==> src/rtl/maxterm_scanner.sv <==
// maxterm_scanner: serially loaded 2^N-entry truth table with direct lookup and a
// handshaked scan that counts the zero entries (maxterms).
// Latency: r is one cycle after x. A scan presents entry 0 on the cycle after start,
// and done pulses for one cycle after the last entry is transferred.
// Backpressure: without out_ready the scan holds out_idx/out_val. load/start are ignored while busy.
// Ports:
//   clk, rst            clock, asynchronous active-high reset
//   load, din           shift din into the table (IDLE only)
//   x, r                direct evaluation: r = T[x], registered
//   start               begin a scan (IDLE only, ignored when load is also high)
//   out_valid/out_ready scan entry handshake; out_idx/out_val = entry index/value
//   busy, done, zcount  not-IDLE flag, completion pulse, zero-entry count of last scan
module maxterm_scanner #(
  parameter int N = 3
) (
  input  logic         clk,
  input  logic         rst,
  input  logic         load,
  input  logic         din,
  input  logic [N-1:0] x,
  output logic         r,
  input  logic         start,
  output logic         out_valid,
  input  logic         out_ready,
  output logic [N-1:0] out_idx,
  output logic         out_val,
  output logic         busy,
  output logic         done,
  output logic [N:0]   zcount
);

  localparam int DEPTH = 1 << N;
  localparam logic [N-1:0] LAST  = '1;
  localparam logic [N-1:0] ONE_C = 1;
  localparam logic [N:0]   ONE_Z = 1;

  typedef enum logic [1:0] {IDLE, SCAN, DONE} state_t;

  state_t           state_q;
  logic [DEPTH-1:0] t_q;
  logic [DEPTH-1:0] t_d;
  logic [N-1:0]     cnt_q;
  logic [N-1:0]     cnt_inc_d;
  logic             r_q;
  logic             out_valid_q;
  logic [N-1:0]     out_idx_q;
  logic             out_val_q;
  logic             busy_q;
  logic             done_q;
  logic [N:0]       zcount_q;

  // Table shifts toward index 0, so the first bit loaded ends at T[0].
  always_comb begin
    t_d       = t_q;
    cnt_inc_d = cnt_q + ONE_C;
    if (state_q == IDLE && load) begin
      t_d = {din, t_q[DEPTH-1:1]};
    end
  end

  always_ff @(posedge clk or posedge rst) begin
    if (rst) begin
      state_q     <= IDLE;
      t_q         <= '0;
      cnt_q       <= '0;
      r_q         <= 1'b0;
      out_valid_q <= 1'b0;
      out_idx_q   <= '0;
      out_val_q   <= 1'b0;
      busy_q      <= 1'b0;
      done_q      <= 1'b0;
      zcount_q    <= '0;
    end else begin
      // Lookup samples the table as it stood before this edge's shift.
      r_q <= t_q[x];
      case (state_q)
        IDLE: begin
          t_q    <= t_d;
          done_q <= 1'b0;
          if (start && !load) begin
            state_q     <= SCAN;
            cnt_q       <= '0;
            zcount_q    <= '0;
            out_valid_q <= 1'b1;
            out_idx_q   <= '0;
            out_val_q   <= t_q[0];
            busy_q      <= 1'b1;
          end
        end
        SCAN: begin
          if (out_valid_q && out_ready) begin
            if (!out_val_q) begin
              zcount_q <= zcount_q + ONE_Z;
            end
            if (cnt_q == LAST) begin
              // Last entry accepted: stop here rather than wrap into a second pass.
              state_q     <= DONE;
              cnt_q       <= '0;
              out_valid_q <= 1'b0;
              out_idx_q   <= '0;
              out_val_q   <= 1'b0;
              done_q      <= 1'b1;
            end else begin
              cnt_q     <= cnt_inc_d;
              out_idx_q <= cnt_inc_d;
              out_val_q <= t_q[cnt_inc_d];
            end
          end
        end
        DONE: begin
          state_q <= IDLE;
          done_q  <= 1'b0;
          busy_q  <= 1'b0;
        end
        default: begin
          state_q     <= IDLE;
          out_valid_q <= 1'b0;
          out_idx_q   <= '0;
          out_val_q   <= 1'b0;
          busy_q      <= 1'b0;
          done_q      <= 1'b0;
        end
      endcase
    end
  end

  assign r         = r_q;
  assign out_valid = out_valid_q;
  assign out_idx   = out_idx_q;
  assign out_val   = out_val_q;
  assign busy      = busy_q;
  assign done      = done_q;
  assign zcount    = zcount_q;

endmodule

==> config.mk <==
export PLATFORM = sky130hd
export DESIGN_NAME = maxterm_scanner
export DESIGN_NICKNAME = d
export VERILOG_FILES = /design/src/rtl/maxterm_scanner.sv
export SDC_FILE = /design/constraint.sdc
export NUM_CORES = 1
export LEC_CHECK = 0
export CORE_UTILIZATION = 43
export CTS_CLUSTER_DIAMETER = 120
export DETAILED_ROUTE_END_ITERATION = 16
export GPL_ROUTABILITY_DRIVEN = 0
export PLACE_DENSITY = 0.73
export SYNTH_ARGS = -nofsm -noshare
export SYNTH_HDL_FRONTEND = slang
export SYNTH_SLANG_ARGS = --single-unit
==> constraint.sdc <==
create_clock -name clk -period 4.68 [get_ports clk]
set_clock_uncertainty 0.05 [all_clocks]
set_input_delay 1.404 -clock clk [delete_from_list [all_inputs] [get_ports clk]]
set_output_delay 1.404 -clock clk [all_outputs]
set_load 0.05 [all_outputs]
* Word level (Yosys, flattened, before mapping)
Cells that the tools add are included.
Operators by class: add/subtract/negate cells 2, magnitude comparators 2, bitwise operators 2, muxes and demuxes 29, equality and inequality tests 7, reduce and logical (&&, ||, !) cells 14
Operator list (number):
- 4-bit two-way mux | 3
- 1-bit two-way mux | 11
- 3-bit two-way mux | 3
- 3-bit one-hot mux with 3 select lines | 1
- 3-bit AND reduction | 3
- 3-bit by 4-bit < comparator with 1-bit output (second input constant) | 2
- 4-bit one-hot mux with 2 select lines | 1
- 4-bit AND reduction | 2
- 1-bit binary-select mux with 3-bit select | 2
- 2-bit two-way mux | 3
- 2-bit != test (second input constant) | 3
- 1-bit one-hot mux with 3 select lines | 2
- 3-bit one-hot mux with 2 select lines | 1
- 2-bit AND reduction | 3
- 4-bit by 1-bit adder with 4-bit output (second input constant) | 1
- 2-bit one-hot mux with 2 select lines | 1
- 3-bit by 1-bit adder with 3-bit output (second input constant) | 1
- 3-bit == test (second input constant) | 1
- 1-bit logical AND | 3
- 2-bit by 1-bit == test with 1-bit output (second input constant) | 1
- 2-bit == test (second input constant) | 1
- 2-bit logical NOT | 1
- 2-bit by 1-bit != test with 1-bit output (second input constant) | 1
- 1-bit inverter | 2
- 3 further kinds | 3
Word-level totals: word-level logic and storage cells 66, output and inout port bits 12, input port bits 9, flip-flop bits (word level) 25

* Depth between registers and ports, before layout
Gate-level depths: netlist (run 1).
word-level depth 6, depth in mapped cells 6, gate-level depth less buffers 6

* Worst setup path after synthesis (run 1)
No wires, ideal clock.
path type input -> register, start point in load, end point reg zcount_q[1], in the netlist zcount[1], required time 4.563 ns, data arrival time 2.412 ns, setup slack 2.151 ns, stages on the path 5, buffers on the path 1, setup time 0.067 ns, cell sequence or3b_1 -> a21o_1 -> buf_2 -> o31ai_1 -> a22o_1
On the way: word-level cells in the longest chain between the ends 4
Ends and longest elaborated chain:
- from (decl) | line 18 | input logic load,
- 1-bit logical NOT | line 80 | if (start && !load) begin
- 1-bit logical AND | line 80
- 2-bit by 1-bit != test with 1-bit output (no line)
- 4-bit AND reduction (no line)
- to (signal assigned) | line 93 | zcount_q <= zcount_q + ONE_Z;
- to (decl) | line 50 | logic [N:0] zcount_q;
Every way passes these cells. A chain may end at the register's enable or synchronous reset.

* Worst setup path after layout (run 1)
start point reg out_val_q, in the netlist out_val, end point out out_val
RTL lines:
- from (decl) | line 47 | logic out_val_q;
- from (signal assigned) | line 86 | out_val_q <= t_q[0];
- from (signal assigned) | line 106 | out_val_q <= t_q[cnt_inc_d];
- to (decl) | line 26 | output logic out_val,
No word-level cell between the ends.

==> results of run 1 <==
## logic make-up (layout without fill, tap and decap cells)
logic type               Yosys count  after routing  share of synthesized area [%]
AND/OR/NAND/NOR                   31             31                           15.7
AO/OA/AOI/OAI                     22             22                           12.2
flip-flops                        25             25                           51.3
adder cells (fa/ha/maj)            3              3                           3.08
multiplexers                      14             14                           14.6
buffers and inverters              9             29                           3.18
## Yosys cell counts
library cell  instances
or4_1                 1
or3_4                 1
a221o_2               1
nand4_1               1
a2111oi_0             1
nor3b_2               1
mux4_2                2
nor2_1                1
dfrtp_1              25
o21ai_0               7
o2bb2ai_1             2
or4b_2                1
mux2i_1               2
nor4_1                1
nor2b_1               2
o31ai_1               1
inv_1                 5
buf_2                 3
nand2_1               9
or3_1                 2
nor3_1                1
ha_1                  3
and3_1                1
or3b_1                1
a21o_1                1
a32o_1                1
nor3b_1               1
nor4b_2               1
clkbuf_2              1
a22o_1                3
mux2_2               10
a21oi_1               5
nand2b_1              2
nand3_1               4
## final cells by class
cell class / count / area, um2 / area share, %
clock buffer: 4 / 26.3 / 1.79
inverter: 5 / 18.8 / 1.28
multi-input combinational: 70 / 556 / 37.9
sequential: 25 / 626 / 42.7
tap: 30 / 37.5 / 2.56
timing repair buffer: 20 / 200 / 13.7
## path summary, 6_finish.rpt
check	endpoint	slack (ns)
hold reg to reg	out_idx[1]	0.47
max in group asynchronous	busy	2.50
setup reg to reg	out_val	2.69
min in group asynchronous	cnt_q[0]	1.52
setup / recovery	out_val	1.58
hold / removal	out_idx[1]	0.47
## per-layer routing
layer  vias to the layer above  track usage (%)  part of all wire [%]
li1                        424                -                     -
met1                       434             21.8                    48
met2                        14             23.2                    47
met3                         4             3.04                   3.4
met4                         0             7.86                   1.5
met5                         -                0                     0
## power by group
group          total (uW)  switching, uW  internal, uW
Clock                97.4           64.0          33.4
Combinational         514            299           216
Sequential            379           85.7           294
## sequential cells by signal (all words and copies together) (netlist names)
register / cells
busy: 1
cnt_q: 3
done: 1
out_idx: 3
out_val: 1
out_valid: 1
r: 1
state_q: 2
t_q: 8
zcount: 4
## metrics by stage
step / utilization, % / hold slack [ns] / std cells / cell area [um2]
floorplan: - / 0.406 / 104 / 1220
global placement: 56.0 / 0.430 / 150 / 1440
detailed placement: 56.0 / 0.432 / 150 / 1440
CTS: 57.0 / 0.469 / 154 / 1460
global route: 57.0 / 0.492 / 154 / 1460
finish: 57.0 / 0.468 / 154 / 1460
==> metrics.cfg, run 1 <==
[route]
dr_total_vias=876
drtIter0Drc=5
detail_route.wl_per_cell_um=14.5
drc=0
antenna_left=0
first_pass_iters=5
via_per_inst=5.69
wl_um=2240

[power_and_ir_drop]
power.density_mw_per_mm2=677
ir_worst_vdd_mv=0.451
power.total_uw=991
p_leak_uw=0.000650

[worst_setup_path]
start_kind=flip-flop
crit_slowest_cell=clkdlybuf4s50_1
crit_type=reg2out
crit_cells=1
timing.rr.start=cnt_q[0]
crit_path_max_fanout=7
crit_family=buffers and inverters
endpoint_kind=output port
cp.buffers_inverters=1
critPathArrivalTime_ns=1.64
crit_required_ns=3.23
slowest_delay_ns=0.84
reg2regPathDepth=5
startpoint=out_val
path_cells=clkdlybuf4s50_1

[global_route]
grt_antenna_before_repair=0
grt.overflow.total=0
grt_pass1_vias=836
grt_max_degree=26
grt_pass1_wl_um=3790
grt_usage_pct=15.6

[floorplan]
initial_utilization_pct=47.5
design.core.area_mm2=0.00257
fp.dieW_um=55.3
ios=21
rows=18
dieArea_mm2=0.00305
die_h_um=55.3

[sta]
tightest_slew_ns=0.923
rsz0062_at_grt=false
setup_viol=0
setup_slack_ns=1.58
finalCritPeriodShare_pct=66.2
clock.fmax_mhz=323
report.final.hold_viol_count=0
post-route-min-period_ns=3.10
slew_violations=0
max_slew_margin_pct=38.4
setup_tns_ns=0

[clocking]
cts_tree=yes
clk_pin_slew_ns=0.14
clockRootBuffer=clkbuf_4
hold_buffers=0
clockBufferDepth=2
cts_made_buffers=3
htree_num_levels=1
cts_setup_buffers=0
ctsResizeCount=0
cts_sinks=25
worst_skew_pair.late_latency_ns=0.32

[layout]
fin_nets=137
mostFrequentLayoutCells=dfrtp_1 (25), clkdlybuf4s50_1 (20), mux2_2 (10)
drive_gt1_share_pct=16.1
synthToLayoutAreaGrowth_pct=20.0
final_common_cell=dfrtp_1
n_antenna_cell=0
nFillCells=229

[place]
post-place-ws_ns=1.49
port_buffers=20
dp_hpwl_um=1590

[synthesis]
synthCells=104
netlist.area_leader.share_pct=51.3
ys_warn_count=0
syn_nets=116
ys_seq_elements=25
syn_area_mm2=0.00122
avgSynthCellArea_um2=11.7
yosys.cell_types.count=34
yosys-top-cells-area=dfrtp_1 (51%), mux2_2 (9.2%), mux4_2 (3.7%)
yosysSeqAreaShare_pct=51.3
synth_area_leader_cell=dfrtp_1

[min_path]
worstHoldPathType=reg2reg
min_path_cells=1
hold_start=out_idx[1]

[outcome]
outcome=completed

[run]
drv_cap=0

No activity file was read; power rests on OpenSTA's default activity.
==> run 2, diff against run 1 <==
PLACE_DENSITY = 0.76   (was 0.73)
clock period = 2.59 ns   (was 4.68 ns; I/O delays follow)
==> run 2 against run 1 <==
Combinational power grew 87%. Non-clock buffer count grew 4. Critical path depth is the same. Sequential cell count is the same. Register-to-register slack lost 2.1 ns. Clock power grew 83%. Worst setup slack lost 1.4 ns. Die area is the same. Utilization grew 1.2 points. Highest routed layer unchanged.
==> metrics.cfg, run 2 (synthesis gave the netlist of run 1 again) <==
[layout]
final_cell_area_mm2=0.00150  ; +2.1%
largest_reg_flops=8  ; unchanged
drive_gt1_share_pct=19.5  ; +3.4 points
fin_nets=141  ; +2.9%
multiInputGateArea_um2=556  ; unchanged
final_common_cell=dfrtp_1
fin_cells=158  ; +2.6%
n_antenna_cell=0  ; unchanged
regMostFlops=t_q
synthToLayoutAreaGrowth_pct=22.6
regArea_um2=626  ; unchanged
mostFrequentLayoutCells=dfrtp_1 (25), clkdlybuf4s50_1 (20), mux2_2 (10)
nFillCells=227  ; -0.87%

[clocking]
ctsResizeCount=0  ; unchanged
cts_setup_buffers=0  ; unchanged
cts_tree=yes
worst_skew_pair.late_latency_ns=0.32  ; about the same
cts_sinks=25  ; unchanged
clockBufferDepth=2  ; unchanged
clockRootBuffer=clkbuf_4
cts_made_buffers=3  ; unchanged
clk_pin_slew_ns=0.13  ; about the same
hold_buffers=0  ; unchanged
htree_num_levels=1  ; unchanged

[run]
drv_cap=0  ; unchanged

[power_and_ir_drop]
power.density_mw_per_mm2=1230  ; +81%
ir_worst_vdd_mv=0.794  ; +76%
p_leak_uw=0.000672  ; +3.5%

[floorplan]
design.core.area_mm2=0.00257  ; unchanged
rows=18  ; unchanged
initial_utilization_pct=47.5  ; unchanged
die_h_um=55.3  ; unchanged
dieArea_mm2=0.00305  ; unchanged
ios=21  ; unchanged
fp.dieW_um=55.3  ; unchanged

[global_route]
grt_pass1_wl_um=4170  ; +10%
grt_pass1_vias=925  ; +11%
grt.overflow.total=0  ; unchanged
grt_max_degree=17  ; -35%
grt_usage_pct=17.6  ; +2.0 points
grt_antenna_before_repair=0  ; unchanged

[sta]
tightest_slew_ns=0.495  ; -0.428 ns
setup_tns_ns=0  ; unchanged
slew_violations=0  ; unchanged
setup_slack_ns=0.145  ; -1.44 ns
clock.fmax_mhz=409
report.final.hold_viol_count=0  ; unchanged
max_slew_margin_pct=66.9  ; +29 points
rsz0062_at_grt=false
setup_viol=0  ; unchanged
post-route-min-period_ns=2.44
finalCritPeriodShare_pct=94.4

[route]
wl_um=2540  ; +14%
first_pass_iters=4  ; -1
detail_route.wl_per_cell_um=16.1  ; +11%
drc=0  ; unchanged
antenna_left=0  ; unchanged
via_per_inst=5.77  ; +1.4%
dr_total_vias=911  ; +4.0%
drtIter0Drc=24  ; +19

[worst_setup_path]
start_kind=flip-flop
crit_type=reg2out
crit_slowest_cell=clkdlybuf4s50_1
crit_required_ns=1.76  ; -1.47 ns
slowest_delay_ns=0.84  ; about the same
endpoint_kind=output port
critPathArrivalTime_ns=1.62  ; -0.02 ns
cp.buffers_inverters=1  ; unchanged
path_cells=clkdlybuf4s50_1
crit_family=buffers and inverters
crit_path_max_fanout=7  ; unchanged

[min_path]
worstHoldPathType=reg2reg

[place]
port_buffers=20  ; unchanged
dp_hpwl_um=1870  ; +18%
dp.cells=154  ; +2.7%
post-place-ws_ns=0.0556  ; -1.43 ns
place_area_mm2=0.00147  ; +2.1%

[outcome]
outcome=completed

## run 2: cell types whose count changed in the layout (fill, tap and decap cells not counted), sizes merged
cell | before | now
buf | 0 | 4
clkbuf | 4 | 3
clkinv | 0 | 1
## run 2: power by group
part	leakage, uW	switching (uW)	internal, uW	total (uW)
clock network	0.0000177	120	57.9	178
registers	0.000317	166	530	696
logic	0.000338	553	409	962
## run 2: per-stage QoR
step	power [uW]	utilization, %	hold WS [ns]
2_1_floorplan	1360	-	0.406
3_3_place_gp	1620	57.2	0.422
6_report	1840	58.2	0.464
3_5_place_dp	1670	57.2	0.428
5_1_grt	1960	58.2	0.496
4_1_cts	1840	58.2	0.466
## run 2: metal layers
layer / part of all wire, % / vias up / global-route usage [%] / wire length, um
met5: 0 / - / 0 / 0
met4: 0.67 / 0 / 7.50 / 17
met3: 2.8 / 2 / 2.11 / 70
met2: 54 / 16 / 30.8 / 1380
met1: 42 / 460 / 21.9 / 1070
li1: - / 433 / - / -
## run 2: final timing paths
kind                       cells after the start        to  slack (ns)  startpoint
setup / recovery                               1   out_val        0.15     out_val
hold / removal                                 2  cnt_q[2]        0.46    cnt_q[2]
setup reg to reg                               5   out_val        0.56    cnt_q[0]
hold reg to reg                                2  cnt_q[2]        0.46    cnt_q[2]
max in group asynchronous                      3    t_q[6]        1.26         rst
min in group asynchronous                      2      done        0.67         rst
## run 2: area by class of cell
class | instances | share of cell area [%]
well taps | 30 | 2.51
multi-input cells | 70 | 37.2
inverters | 5 | 1.26
clock inverters | 1 | 0.335
repair buffers | 24 | 15.4
flip-flops and latches | 25 | 41.8
clock buffers | 3 | 1.51
